$ cat src/rtl/alu_top.sv
// 8-bit signed arithmetic coprocessor: ADD/SUB in one cycle, MUL by radix-2 Booth,
// DIV by restoring division on magnitudes followed by a sign fixup.
module alu_top (
    input  logic        clk,
    input  logic        reset,
    input  logic [7:0]  operand_a,
    input  logic [7:0]  operand_b,
    input  logic [1:0]  operation,
    input  logic        start,
    output logic [15:0] result,
    output logic        ready,
    output logic        overflow,
    output logic        zero
);

    // Handshake: start is sampled only in IDLE; the accepting edge latches the
    // operands and drops ready, which rises once at completion and then holds
    // result/overflow/zero stable until the next accepted start.
    typedef enum logic [2:0] {
        IDLE     = 3'd0,
        EXEC     = 3'd1,
        MUL_ITER = 3'd2,
        DIV_ITER = 3'd3,
        DIV_FIX  = 3'd4
    } state_t;

    localparam logic [1:0] OP_ADD = 2'b00;
    localparam logic [1:0] OP_SUB = 2'b01;
    localparam logic [1:0] OP_MUL = 2'b10;
    localparam logic [1:0] OP_DIV = 2'b11;

    state_t      state;
    logic [7:0]  a_q;
    logic [7:0]  b_q;
    logic [1:0]  op_q;
    logic [2:0]  count;

    logic [8:0]  acc;
    logic [7:0]  mq;
    logic        q_1;

    logic [7:0]  rem;
    logic [7:0]  quo;
    logic [7:0]  dvs;
    logic        neg_q;
    logic        neg_r;
    logic        div_ovf;

    logic [7:0]  add_r8;
    logic [7:0]  sub_r8;
    logic        add_ovf;
    logic        sub_ovf;
    logic [15:0] add_res;
    logic [15:0] sub_res;
    logic [15:0] div0_res;
    logic [7:0]  mag_a;
    logic [7:0]  mag_b;
    logic [8:0]  m_ext;
    logic [8:0]  booth_sum;
    logic [15:0] mul_res;
    logic [8:0]  div_shift;
    logic [8:0]  div_diff;
    logic        div_ge;
    logic [7:0]  rem_next;
    logic [7:0]  quo_next;
    logic [7:0]  quo_signed;
    logic [7:0]  rem_signed;
    logic [15:0] div_res;

    always_comb begin
        add_r8   = a_q + b_q;
        sub_r8   = a_q - b_q;
        add_ovf  = (a_q[7] == b_q[7]) && (add_r8[7] != a_q[7]);
        sub_ovf  = (a_q[7] != b_q[7]) && (sub_r8[7] != a_q[7]);
        add_res  = {{8{add_r8[7]}}, add_r8};
        sub_res  = {{8{sub_r8[7]}}, sub_r8};
        div0_res = {a_q, 8'hFF};
        // -128 maps to 8'h80, which is the correct unsigned magnitude
        mag_a    = a_q[7] ? (8'd0 - a_q) : a_q;
        mag_b    = b_q[7] ? (8'd0 - b_q) : b_q;
    end

    // Booth step: 9-bit accumulator so that acc - (-128) cannot wrap
    always_comb begin
        m_ext = {b_q[7], b_q};
        case ({mq[0], q_1})
            2'b01:   booth_sum = acc + m_ext;
            2'b10:   booth_sum = acc - m_ext;
            default: booth_sum = acc;
        endcase
        // product as it stands after the arithmetic shift of this step
        mul_res = {booth_sum, mq[7:1]};
    end

    always_comb begin
        div_shift = {rem, quo[7]};
        div_diff  = div_shift - {1'b0, dvs};
        div_ge    = (div_shift >= {1'b0, dvs});
        rem_next  = div_ge ? div_diff[7:0] : div_shift[7:0];
        quo_next  = {quo[6:0], div_ge};
        quo_signed = neg_q ? (8'd0 - quo) : quo;
        rem_signed = neg_r ? (8'd0 - rem) : rem;
        div_res    = {rem_signed, quo_signed};
    end

    always_ff @(posedge clk or posedge reset) begin
        if (reset) begin
            state    <= IDLE;
            a_q      <= 8'h00;
            b_q      <= 8'h00;
            op_q     <= 2'b00;
            count    <= 3'd0;
            acc      <= 9'h000;
            mq       <= 8'h00;
            q_1      <= 1'b0;
            rem      <= 8'h00;
            quo      <= 8'h00;
            dvs      <= 8'h00;
            neg_q    <= 1'b0;
            neg_r    <= 1'b0;
            div_ovf  <= 1'b0;
            result   <= 16'h0000;
            ready    <= 1'b0;
            overflow <= 1'b0;
            zero     <= 1'b0;
        end else begin
            case (state)
                IDLE: begin
                    if (start) begin
                        a_q   <= operand_a;
                        b_q   <= operand_b;
                        op_q  <= operation;
                        ready <= 1'b0;
                        state <= EXEC;
                    end
                end
                EXEC: begin
                    count <= 3'd0;
                    case (op_q)
                        OP_ADD: begin
                            result   <= add_res;
                            overflow <= add_ovf;
                            zero     <= (add_res == 16'h0000);
                            ready    <= 1'b1;
                            state    <= IDLE;
                        end
                        OP_SUB: begin
                            result   <= sub_res;
                            overflow <= sub_ovf;
                            zero     <= (sub_res == 16'h0000);
                            ready    <= 1'b1;
                            state    <= IDLE;
                        end
                        OP_MUL: begin
                            acc   <= 9'h000;
                            mq    <= a_q;
                            q_1   <= 1'b0;
                            state <= MUL_ITER;
                        end
                        default: begin
                            if (b_q == 8'h00) begin
                                result   <= div0_res;
                                overflow <= 1'b1;
                                zero     <= (div0_res == 16'h0000);
                                ready    <= 1'b1;
                                state    <= IDLE;
                            end else begin
                                rem     <= 8'h00;
                                quo     <= mag_a;
                                dvs     <= mag_b;
                                neg_q   <= a_q[7] ^ b_q[7];
                                neg_r   <= a_q[7];
                                div_ovf <= (a_q == 8'h80) && (b_q == 8'hFF);
                                state   <= DIV_ITER;
                            end
                        end
                    endcase
                end
                MUL_ITER: begin
                    acc   <= {booth_sum[8], booth_sum[8:1]};
                    mq    <= {booth_sum[0], mq[7:1]};
                    q_1   <= mq[0];
                    count <= count + 3'd1;
                    if (count == 3'd7) begin
                        result   <= mul_res;
                        overflow <= 1'b0;
                        zero     <= (mul_res == 16'h0000);
                        ready    <= 1'b1;
                        state    <= IDLE;
                    end
                end
                DIV_ITER: begin
                    rem   <= rem_next;
                    quo   <= quo_next;
                    count <= count + 3'd1;
                    if (count == 3'd7) begin
                        state <= DIV_FIX;
                    end
                end
                DIV_FIX: begin
                    result   <= div_res;
                    overflow <= div_ovf;
                    zero     <= (div_res == 16'h0000);
                    ready    <= 1'b1;
                    state    <= IDLE;
                end
                default: begin
                    state <= IDLE;
                end
            endcase
        end
    end

endmodule

$ cat config.mk
export PLATFORM = sky130hd
export DESIGN_NAME = alu_top
export DESIGN_NICKNAME = d
export VERILOG_FILES = /design/src/rtl/alu_top.sv
export SDC_FILE = /design/constraint.sdc
export NUM_CORES = 1
export LEC_CHECK = 0
export CAP_MARGIN = 20
export CORE_MARGIN = 2
export CORE_UTILIZATION = 45
export CTS_BUF_LIST = sky130_fd_sc_hd__clkbuf_2 sky130_fd_sc_hd__clkbuf_4 sky130_fd_sc_hd__clkbuf_8
export DETAILED_ROUTE_END_ITERATION = 7
export PLACE_DENSITY = 0.67
export SLEW_MARGIN = 20
export SYNTH_ARGS = -nofsm -noshare
export SYNTH_HDL_FRONTEND = slang
export SYNTH_SLANG_ARGS = --single-unit
$ cat constraint.sdc
create_clock -name clk -period 5.4 [get_ports clk]
set_input_delay 1.08 -clock clk [delete_from_list [all_inputs] [get_ports clk]]
set_output_delay 1.08 -clock clk [all_outputs]
set_load 0.005 [all_outputs]
==> flow_metrics.env, run 1 <==
export IMPL_cts_root_buffer="clkbuf_8"
export IMPL_synth_top_area_cell="dfrtp_1"
export IMPL_cts_hold_buffers=0
export IMPL_io_buffers=39
export IMPL_die_w_um=124.2
export IMPL_synth_seq_area_share=0.3351
export IMPL_cp_required_ps=5670
export IMPL_numCtsBuffers=9
export IMPL_diodes=0
export IMPL_worstMarginPinSlew_ps=831.9
export IMPL_drt_iter0_drc=577
export IMPL_cts_resized=0
export IMPL_setup_viol=0
export IMPL_synthFlopType="dfrtp_1"
export IMPL_cp_arrival_ps=4080
export IMPL_crit_path_max_fanout=11
export IMPL_hp_class="register to register"
export IMPL_fin_crit_sh=0.7055
export IMPL_cts_sinks=87
export IMPL_clockBufferDepth=2
export IMPL_firstDrtPassIters=6
export IMPL_dp_slack_ps=1685
export IMPL_yosys_cell_count_top_type="nand2_1"
export IMPL_design_core_area_mm2=0.01399
export IMPL_cts_tree="built"
export IMPL_yosys_warnings=0
export IMPL_clkTransAtPathRegs_ps=100
export IMPL_initial_core_util=0.4645
export IMPL_worstSkewPairLatency_ps=390
export IMPL_grt_max_degree=53
export IMPL_drive_above_1_share=0.07079
export IMPL_slew_headroom=0.4438
export IMPL_status="complete, no violations"
export IMPL_synth_avg_cell_area_um2=8.572
export IMPL_cts_htree_levels=3
export IMPL_ios=40
export IMPL_async_reset_ff_frac=1.000
export IMPL_maxCapViolCount=0
export IMPL_hpwl_mm=14.26
export IMPL_synth_enable_flop_cells=0
export IMPL_fin_nets=838
export IMPL_fmax_ghz=0.2625
export IMPL_postRouteAntennaNets=0
export IMPL_criticalPathCategory="register to register"
export IMPL_fin_ws_ps=1590
export IMPL_synth_top_area_share=0.3351
export IMPL_hold_viol_final=0
export IMPL_cp_end_kind="register"
export IMPL_dieArea_mm2=0.01542
export IMPL_setup_tns_ps=0
export IMPL_dr_total_vias=5806
export IMPL_synth_area_leaders="dfrtp_1, ha_1, nand2_1"
export IMPL_r2r_slack_ps=1590
export IMPL_syn_inst=758
export IMPL_yosysUniqueCellTypes=75
export IMPL_place_congestion=0.9616
export IMPL_syn_area_mm2=0.006497
export IMPL_area_delta_synth_final_pct=11.17
export IMPL_grt_overflow=0
export IMPL_startpoint_type="register"
export IMPL_synth_fp_nets=824
export IMPL_grt_pass1_wl_mm=30.62
export IMPL_die_h_um=124.2
export IMPL_rsz0062_at_grt="no"
export IMPL_vias_per_cell=6.067
export IMPL_antenna_found_initial=0
export IMPL_drt_wl_total_mm=18.76
export IMPL_row_count=43
export IMPL_finClkSkew_ps=12.84
export IMPL_grt_usage=0.2613
export IMPL_grt_pass1_vias=5622
export IMPL_synth_top_cells_by_count="nand2_1, dfrtp_1, nor2_1, o21ai_0, inv_1"
export IMPL_post_cts_setup_buffers=0
export IMPL_drc=0
export IMPL_slew_violations=0
export IMPL_synth_ff_latch_count=87
export IMPL_avgRoutedWirePerCell_um=19.60
export IMPL_period_minus_slack_ps=3810
sequential cells by signal (all words and copies together) (netlist names):
signal and count:
count 3, neg_q 1, acc 8, b_q 8, rem 8, result 16, zero 1, state 3
a_q 8, ready 1, div_ovf 1, dvs 8, neg_r 1, mq 8, q_1 1, overflow 1
op_q 2, quo 8
critical path, cell delays in order, from the launching register on:
cell and delay [ps]:
dfrtp_1 490, inv_1 190, ha_1 240, nor3b_1 510, nor2_1 110, xnor2_1 170
ha_1 480, o21ai_0 140, a211oi_1 230, o21ai_1 160, xor2_1 180, a211oi_1 320
nor2_1 110, o32a_1 360
metal layers:
| layer | GRT usage | routed length (um) |
|---|---|---|
| met1 | 0.3644 | 8386 |
| met3 | 0.04121 | 1194 |
| met4 | 0.1173 | 752 |
| met2 | 0.3996 | 8425 |
| met5 | 0 | 0 |
final timing paths:
| check | cells past startpoint | from | to |
|---|---|---|---|
| setup / recovery | 13 | b_q[1] | result[15] |
| hold / removal | 2 | dvs[6] | dvs[6] |
| setup reg to reg | 13 | b_q[1] | result[15] |
| hold reg to reg | 2 | dvs[6] | dvs[6] |
| max in group asynchronous | 3 | reset | dvs[3] |
| min in group asynchronous | 2 | reset | mq[3] |
kinds of logic (layout without fill, tap and decap cells):
| group | count (synthesis) | count (layout) | share of synthesized area |
|---|---|---|---|
| AND/OR/NAND/NOR | 264 | 264 | 0.1997 |
| flip-flops | 87 | 87 | 0.3351 |
| multiplexers | 38 | 38 | 0.06162 |
| buffers and inverters | 85 | 104 | 0.05084 |
| AO/OA/AOI/OAI | 193 | 193 | 0.1995 |
| adder cells (fa/ha/maj) | 45 | 45 | 0.09128 |
| XOR/XNOR | 46 | 46 | 0.06201 |
cell usage in the layout, fill, tap and decap left out, drive strengths merged, types with 5 or more instances in the layout:
| cell type | n |
|---|---|
| a41oi | 5 |
| o211ai | 5 |
| nor4 | 9 |
| or3 | 8 |
| nand2 | 91 |
| mux2 | 16 |
| a21oi | 29 |
| o31ai | 8 |
| a31oi | 7 |
| xor2 | 17 |
| clkbuf | 11 |
| a21o | 6 |
| nor3 | 14 |
| nor2b | 11 |
| a211oi | 6 |
| o21ai | 71 |
| or2 | 7 |
| ha | 41 |
| o21bai | 5 |
| or4 | 5 |
| clkdlybuf4s50 | 39 |
| nand3 | 16 |
| nor2 | 60 |
| inv | 44 |
| nand2b | 13 |
| mux2i | 22 |
| and2 | 5 |
| xnor2 | 29 |
| nand4 | 8 |
| dfrtp | 87 |
cell type report:
class | instances | area [um2]
Inverter | 45 | 170.2
Clock inverter | 5 | 80.08
Tap cell | 180 | 225.2
Multi-Input combinational cell | 586 | 3999
Clock buffer | 11 | 151.4
Timing Repair Buffer | 43 | 420.4
Sequential cell | 87 | 2177
Fill cell | 1336 | 6765
metrics by stage:
| stage | cell area [um2] | hold WS (ps) | utilization | cells |
|---|---|---|---|---|
| final | 7223 | 487.4 | 0.5164 | 957 |
| after global routing | 7223 | 511.2 | 0.5164 | 957 |
| after CTS | 7223 | 487.1 | 0.5164 | 957 |
| after detailed placement | 6992 | 465.7 | 0.4998 | 941 |
| after global placement | 6992 | 459.8 | 0.4998 | 941 |
| after floorplan | 6497 | 443.6 | - | 758 |
Power of run 1 is left out: the tool's default activity adds up to more than one toggle a clock period on the data nets, which glitch-free logic cannot reach.
==> run 2, diff against run 1 <==
==> constraint.sdc (replaced) <==
create_clock -name clk -period 3.6 [get_ports clk]
set_input_delay 0.72 -clock clk [delete_from_list [all_inputs] [get_ports clk]]
set_output_delay 0.72 -clock clk [all_outputs]
set_load 0.005 [all_outputs]
==> flow_metrics.env, run 2 (same netlist as run 1, synthesis figures left out) <==
export IMPL_status="complete, no violations"
export IMPL_met1_length_mm=8.543
export IMPL_fin_ws_ps=262.8
export IMPL_cts_root_buffer="clkbuf_8"
export IMPL_fmax_ghz=0.2997
export IMPL_largest_register="result"
export IMPL_fin_nets=855
export IMPL_hpwl_mm=14.53
export IMPL_finClkSkew_ps=15.88
export IMPL_period_minus_slack_ps=3337
export IMPL_final_common_cell="nand2_1"
export IMPL_setup_tns_ps=0
export IMPL_initial_core_util=0.4645
export IMPL_design_area_mm2=0.007346
export IMPL_io_buffers=39
export IMPL_diodes=0
export IMPL_largest_reg_flops=16
export IMPL_antenna_found_initial=0
export IMPL_postRouteAntennaNets=0
export IMPL_fin_crit_sh=0.9270
export IMPL_dr_total_vias=5820
export IMPL_grt_pass1_vias=5499
export IMPL_grt_overflow=0
export IMPL_cp_end_kind="register"
export IMPL_cp_startpoint="b_q[1]"
export IMPL_dp_slack_ps=238.4
export IMPL_cp_arrival_ps=3590
export IMPL_drc=0
export IMPL_worstHoldStart="div_ovf"
export IMPL_hold_viol_final=0
export IMPL_reg2reg_from="b_q[1]"
export IMPL_area_delta_synth_final_pct=13.06
export IMPL_top_layer="met4"
export IMPL_wl_met2_mm=8.717
export IMPL_criticalPathCategory="register to register"
export IMPL_cts_htree_levels=3
export IMPL_slew_headroom=0.4750
export IMPL_drive_above_1_share=0.09698
export IMPL_die_h_um=124.2
export IMPL_firstDrtPassIters=5
export IMPL_place_congestion=0.9563
export IMPL_design_core_area_mm2=0.01399
export IMPL_avgRoutedWirePerCell_um=19.48
export IMPL_drt_iter0_drc=513
export IMPL_final_core_util=0.5251
export IMPL_row_count=43
export IMPL_clkTransAtPathRegs_ps=100
export IMPL_numCtsBuffers=9
export IMPL_clockBufferDepth=2
export IMPL_maxCapViolCount=0
export IMPL_die_w_um=124.2
export IMPL_ios=40
export IMPL_route_met3_wl_mm=1.212
export IMPL_cts_hold_buffers=0
export IMPL_drt_wl_total_mm=18.97
export IMPL_placed_cell_area_mm2=0.007112
export IMPL_dieArea_mm2=0.01542
export IMPL_grt_max_degree=34
export IMPL_final_cell_mix="nand2_1, dfrtp_1, nor2_1"
export IMPL_startpoint_type="register"
export IMPL_grt_pass1_wl_mm=30.34
export IMPL_vias_per_cell=5.975
export IMPL_hp_class="register to register"
export IMPL_worstSkewPairLatency_ps=400
export IMPL_rsz0062_at_grt="no"
export IMPL_cts_tree="built"
export IMPL_cts_sinks=87
export IMPL_grt_usage=0.2618
export IMPL_crit_path_max_fanout=7
export IMPL_worstMarginPinSlew_ps=787.5
export IMPL_setup_viol=0
export IMPL_cp_required_ps=3850
export IMPL_slew_violations=0
run 2: layout make-up:
class / count / area, um2
repair buffers: 60 / 548.0
well taps: 180 / 225.2
clock inverters: 6 / 67.56
multi-input cells: 586 / 4020
inverters: 45 / 170.2
fillers: 1345 / 6643
flip-flops and latches: 87 / 2177
clock buffers: 10 / 137.6
run 2: critical path, stage by stage, from the launching register on:
cell and delay, ps:
dfrtp_1 510, inv_2 110, ha_1 310, mux2_2 300, fa_1 430, nand2b_1 220
a2111oi_0 590, nor3_2 140, nand4_1 150, nor4_2 60, a211oi_1 310, a211oi_2 60
run 2: routing by layer:
layer	global-route usage	up-vias
li1	-	2756
met1	0.3656	2812
met2	0.4112	219
met3	0.04075	33
met4	0.09480	0
met5	0	-
run 2: path summary, 6_finish.rpt:
check                      slack (ps)        to  cells after the start
min                               500   div_ovf                      2
max in group asynchronous        2080  state[2]                      3
min reg2reg                       500   div_ovf                      2
max reg2reg                       260      zero                     11
max                               260      zero                     11
min in group asynchronous         690     mq[2]                      2
run 2: metrics by stage:
| step | std cells | hold slack, ps |
|---|---|---|
| 3_5_place_dp | 957 | 469.6 |
| 2_1_floorplan | 758 | 443.6 |
| 5_1_grt | 974 | 522.3 |
| 3_3_place_gp | 957 | 466.2 |
| 6_report | 974 | 499.7 |
| 4_1_cts | 973 | 492.8 |
run 2: timing repair:
| item | 4_1_cts | 5_1_grt |
|---|---|---|
| gates resized for setup | 0 | 5 |
| endpoints found under the setup margin | 0 | 2 |
| buffers inserted | 0 | 1 |
Power of run 2 is left out for the same reason.
==> run 3, diff against run 2 <==
--- a/config.mk
+++ b/config.mk
@@ -9,6 +9,7 @@
 export CORE_MARGIN = 2
 export CORE_UTILIZATION = 45
 export CTS_BUF_LIST = sky130_fd_sc_hd__clkbuf_2 sky130_fd_sc_hd__clkbuf_4 sky130_fd_sc_hd__clkbuf_8
+export CTS_CLUSTER_DIAMETER = 40
 export DETAILED_ROUTE_END_ITERATION = 7
 export PLACE_DENSITY = 0.67
 export SLEW_MARGIN = 20
==> results of run 3 <==
The final DEF is identical to that of run 2; final timing and power are the same.
Power of run 3 is left out for the same reason.
==> variant (config.mk and constraints of run 2) <==
The 5 states of `state_t` get a one-hot encoding in 5 bits.
--- a/src/rtl/alu_top.sv
+++ b/src/rtl/alu_top.sv
@@ -16,12 +16,12 @@
     // Handshake: start is sampled only in IDLE; the accepting edge latches the
     // operands and drops ready, which rises once at completion and then holds
     // result/overflow/zero stable until the next accepted start.
-    typedef enum logic [2:0] {
-        IDLE     = 3'd0,
-        EXEC     = 3'd1,
-        MUL_ITER = 3'd2,
-        DIV_ITER = 3'd3,
-        DIV_FIX  = 3'd4
+    typedef enum logic [4:0] {
+        IDLE     = 5'b00001,
+        EXEC     = 5'b00010,
+        MUL_ITER = 5'b00100,
+        DIV_ITER = 5'b01000,
+        DIV_FIX  = 5'b10000
     } state_t;
 
     localparam logic [1:0] OP_ADD = 2'b00;
Function: no difference found for any inputs over 10 cycles, from zero or initial values and one cycle with reset high; not proved beyond that.
==> variant against run 2 <==
Hold slack worse by 7.9 ps; worst setup slack worse by 120 ps; sequential cell count rose by 2; highest routed layer unchanged; area after synthesis rose by 2.6%; cell area increased by 3.2%; routed wire length increased by 7.4%.
==> variant: results (changes against run 2) <==
* Drt total wl at 20.4 mm (was 19.0 mm)
* Post-DP HPWL at 15.5 mm (was 14.5 mm)
* CP Data Arrival Time at 3730 ps (was 3590 ps)
* First-pass GRT wire length at 32.2 mm (was 30.3 mm)
* H-tree levels at 3 (unchanged)
* Final core occ at 0.524 (was 0.525)
* DRT iter0 DRCs at 491 (was 513)
* Relative slew slack at 0.413 (was 0.475)
* Worst Hold End: result[12]$_DFFE_PP0P_ (was div_ovf$_DFFE_PP0P_)
* WHS Path Cells at 2 (unchanged)
* Dpl cell area at 7300 µm² (was 7110 µm²)
* CP Max Fanout at 5 (was 7)
* Top post-synthesis cells by area: dfrtp_1 (33%), ha_1 (7.7%), nand2_1 (6.2%) (was dfrtp_1 (34%), ha_1 (7.9%), nand2_1 (5.3%))
* Final nets at 888 (was 855)
* Max Freq at 0.289 GHz (was 0.300 GHz)
* Post-Synth XOR/XNOR Area at 0.0563 (was 0.0620)
* RR Startpoint: b_q[0]$_DFFE_PP0P_ (was b_q[1]$_DFFE_PP0P_)
* Register area share after synthesis at 0.334 (was 0.335)
* Critical path capture point: result[15]$_DFFE_PP0P_ (was zero$_DFFE_PP0P_)
* Post-Place Setup Slack at 159 ps (was 238 ps)
* DR pass1 iterations at 5 (unchanged)
* Final GP Congestion at 0.922 (was 0.956)
* DR vias at 6053 (was 5820)
* Synth cell count leaders: nand2_1 (110), dfrtp_1 (88), nor2_1 (65) (was nand2_1 (91), dfrtp_1 (87), nor2_1 (59))
* Final Non-Filler Cells at 1009 (was 974)
* Cell count after synthesis at 785 (was 758)
* Layout cells sized above 1 at 0.109 (was 0.0970)
* Adder-cell share of the synthesized area at 0.0890 (was 0.0913)
* Gr usage total at 0.259 (was 0.262)
* Reg2Reg Setup Slack at 140 ps (was 260 ps)
* Vias in the first global route at 5758 (was 5499)
* R2R depth at 14 (was 11)
* GR Util met2 at 0.399 (was 0.411)
* Status: complete, no violations (unchanged)
* # placed instances at 991 (was 957)
* CTS Buf Count at 9 (unchanged)
* Synth Area in Compound Gates at 0.216 (was 0.199)
* DR WL met2 at 9.07 mm (was 8.72 mm)
* CP max stage delay at 450 ps (was 590 ps)
* Hold slack at 492 ps (was 500 ps)
* Post-synth net total at 851 (was 824)
* Fill count at 1371 (was 1345)
* Initial antenna violation count at 0 (unchanged)
* Critical path's slowest cell: dfrtp_2 (was a2111oi_0)
* Met3 Wirelength at 1.20 mm (was 1.21 mm)
* Post-synthesis mux area share at 0.0336 (was 0.0616)
* M1 GR Usage at 0.373 (was 0.366)
* Pin count of the biggest net entering global routing at 56 (was 34)
* Library cells used by synthesis at 82 (was 75)
* HP Start: result[12]$_DFFE_PP0P_ (was div_ovf$_DFFE_PP0P_)
* Met1 wire length at 9.55 mm (was 8.54 mm)
* CP top delay family: simple AND/OR/NAND/NOR gates (was compound AO/OA/AOI/OAI gates)
* Clock Skew at 13.0 ps (was 15.9 ps)
* M3 GR Usage at 0.0442 (was 0.0408)
-- variant: cell types whose count changed after synthesis, moves of 5 or more --
cell,delta
nand2_1,+19
mux2i_1,-12
a31oi_1,+11
mux2_2,-8
nor3_1,+8
o21ai_1,-7
inv_1,-6
nor2_1,+6
a2111oi_0,+5
a41oi_1,-5
buf_2,+5
-- variant: repair_timing --
action / 4_1_cts / 5_1_grt
buffers inserted: 0 / 4
setup endpoints to repair: 0 / 1
resized for setup: 0 / 14
hold buffers: 0 / 0
-- variant: area by class of cell --
class,count,area share
Multi-Input combinational cell,611,0.546
Sequential cell,89,0.294
Timing Repair Buffer,72,0.0858
Tap cell,184,0.0304
Inverter,39,0.0195
Clock buffer,11,0.0191
Clock inverter,3,0.00561
-- variant: power by group --
part | internal [W] | switching (W) | leakage (nW)
registers | 0.00141 | 0.000500 | 1.13
logic | 0.00263 | 0.00343 | 2.01
clock network | 0.000339 | 0.000368 | 0.0947
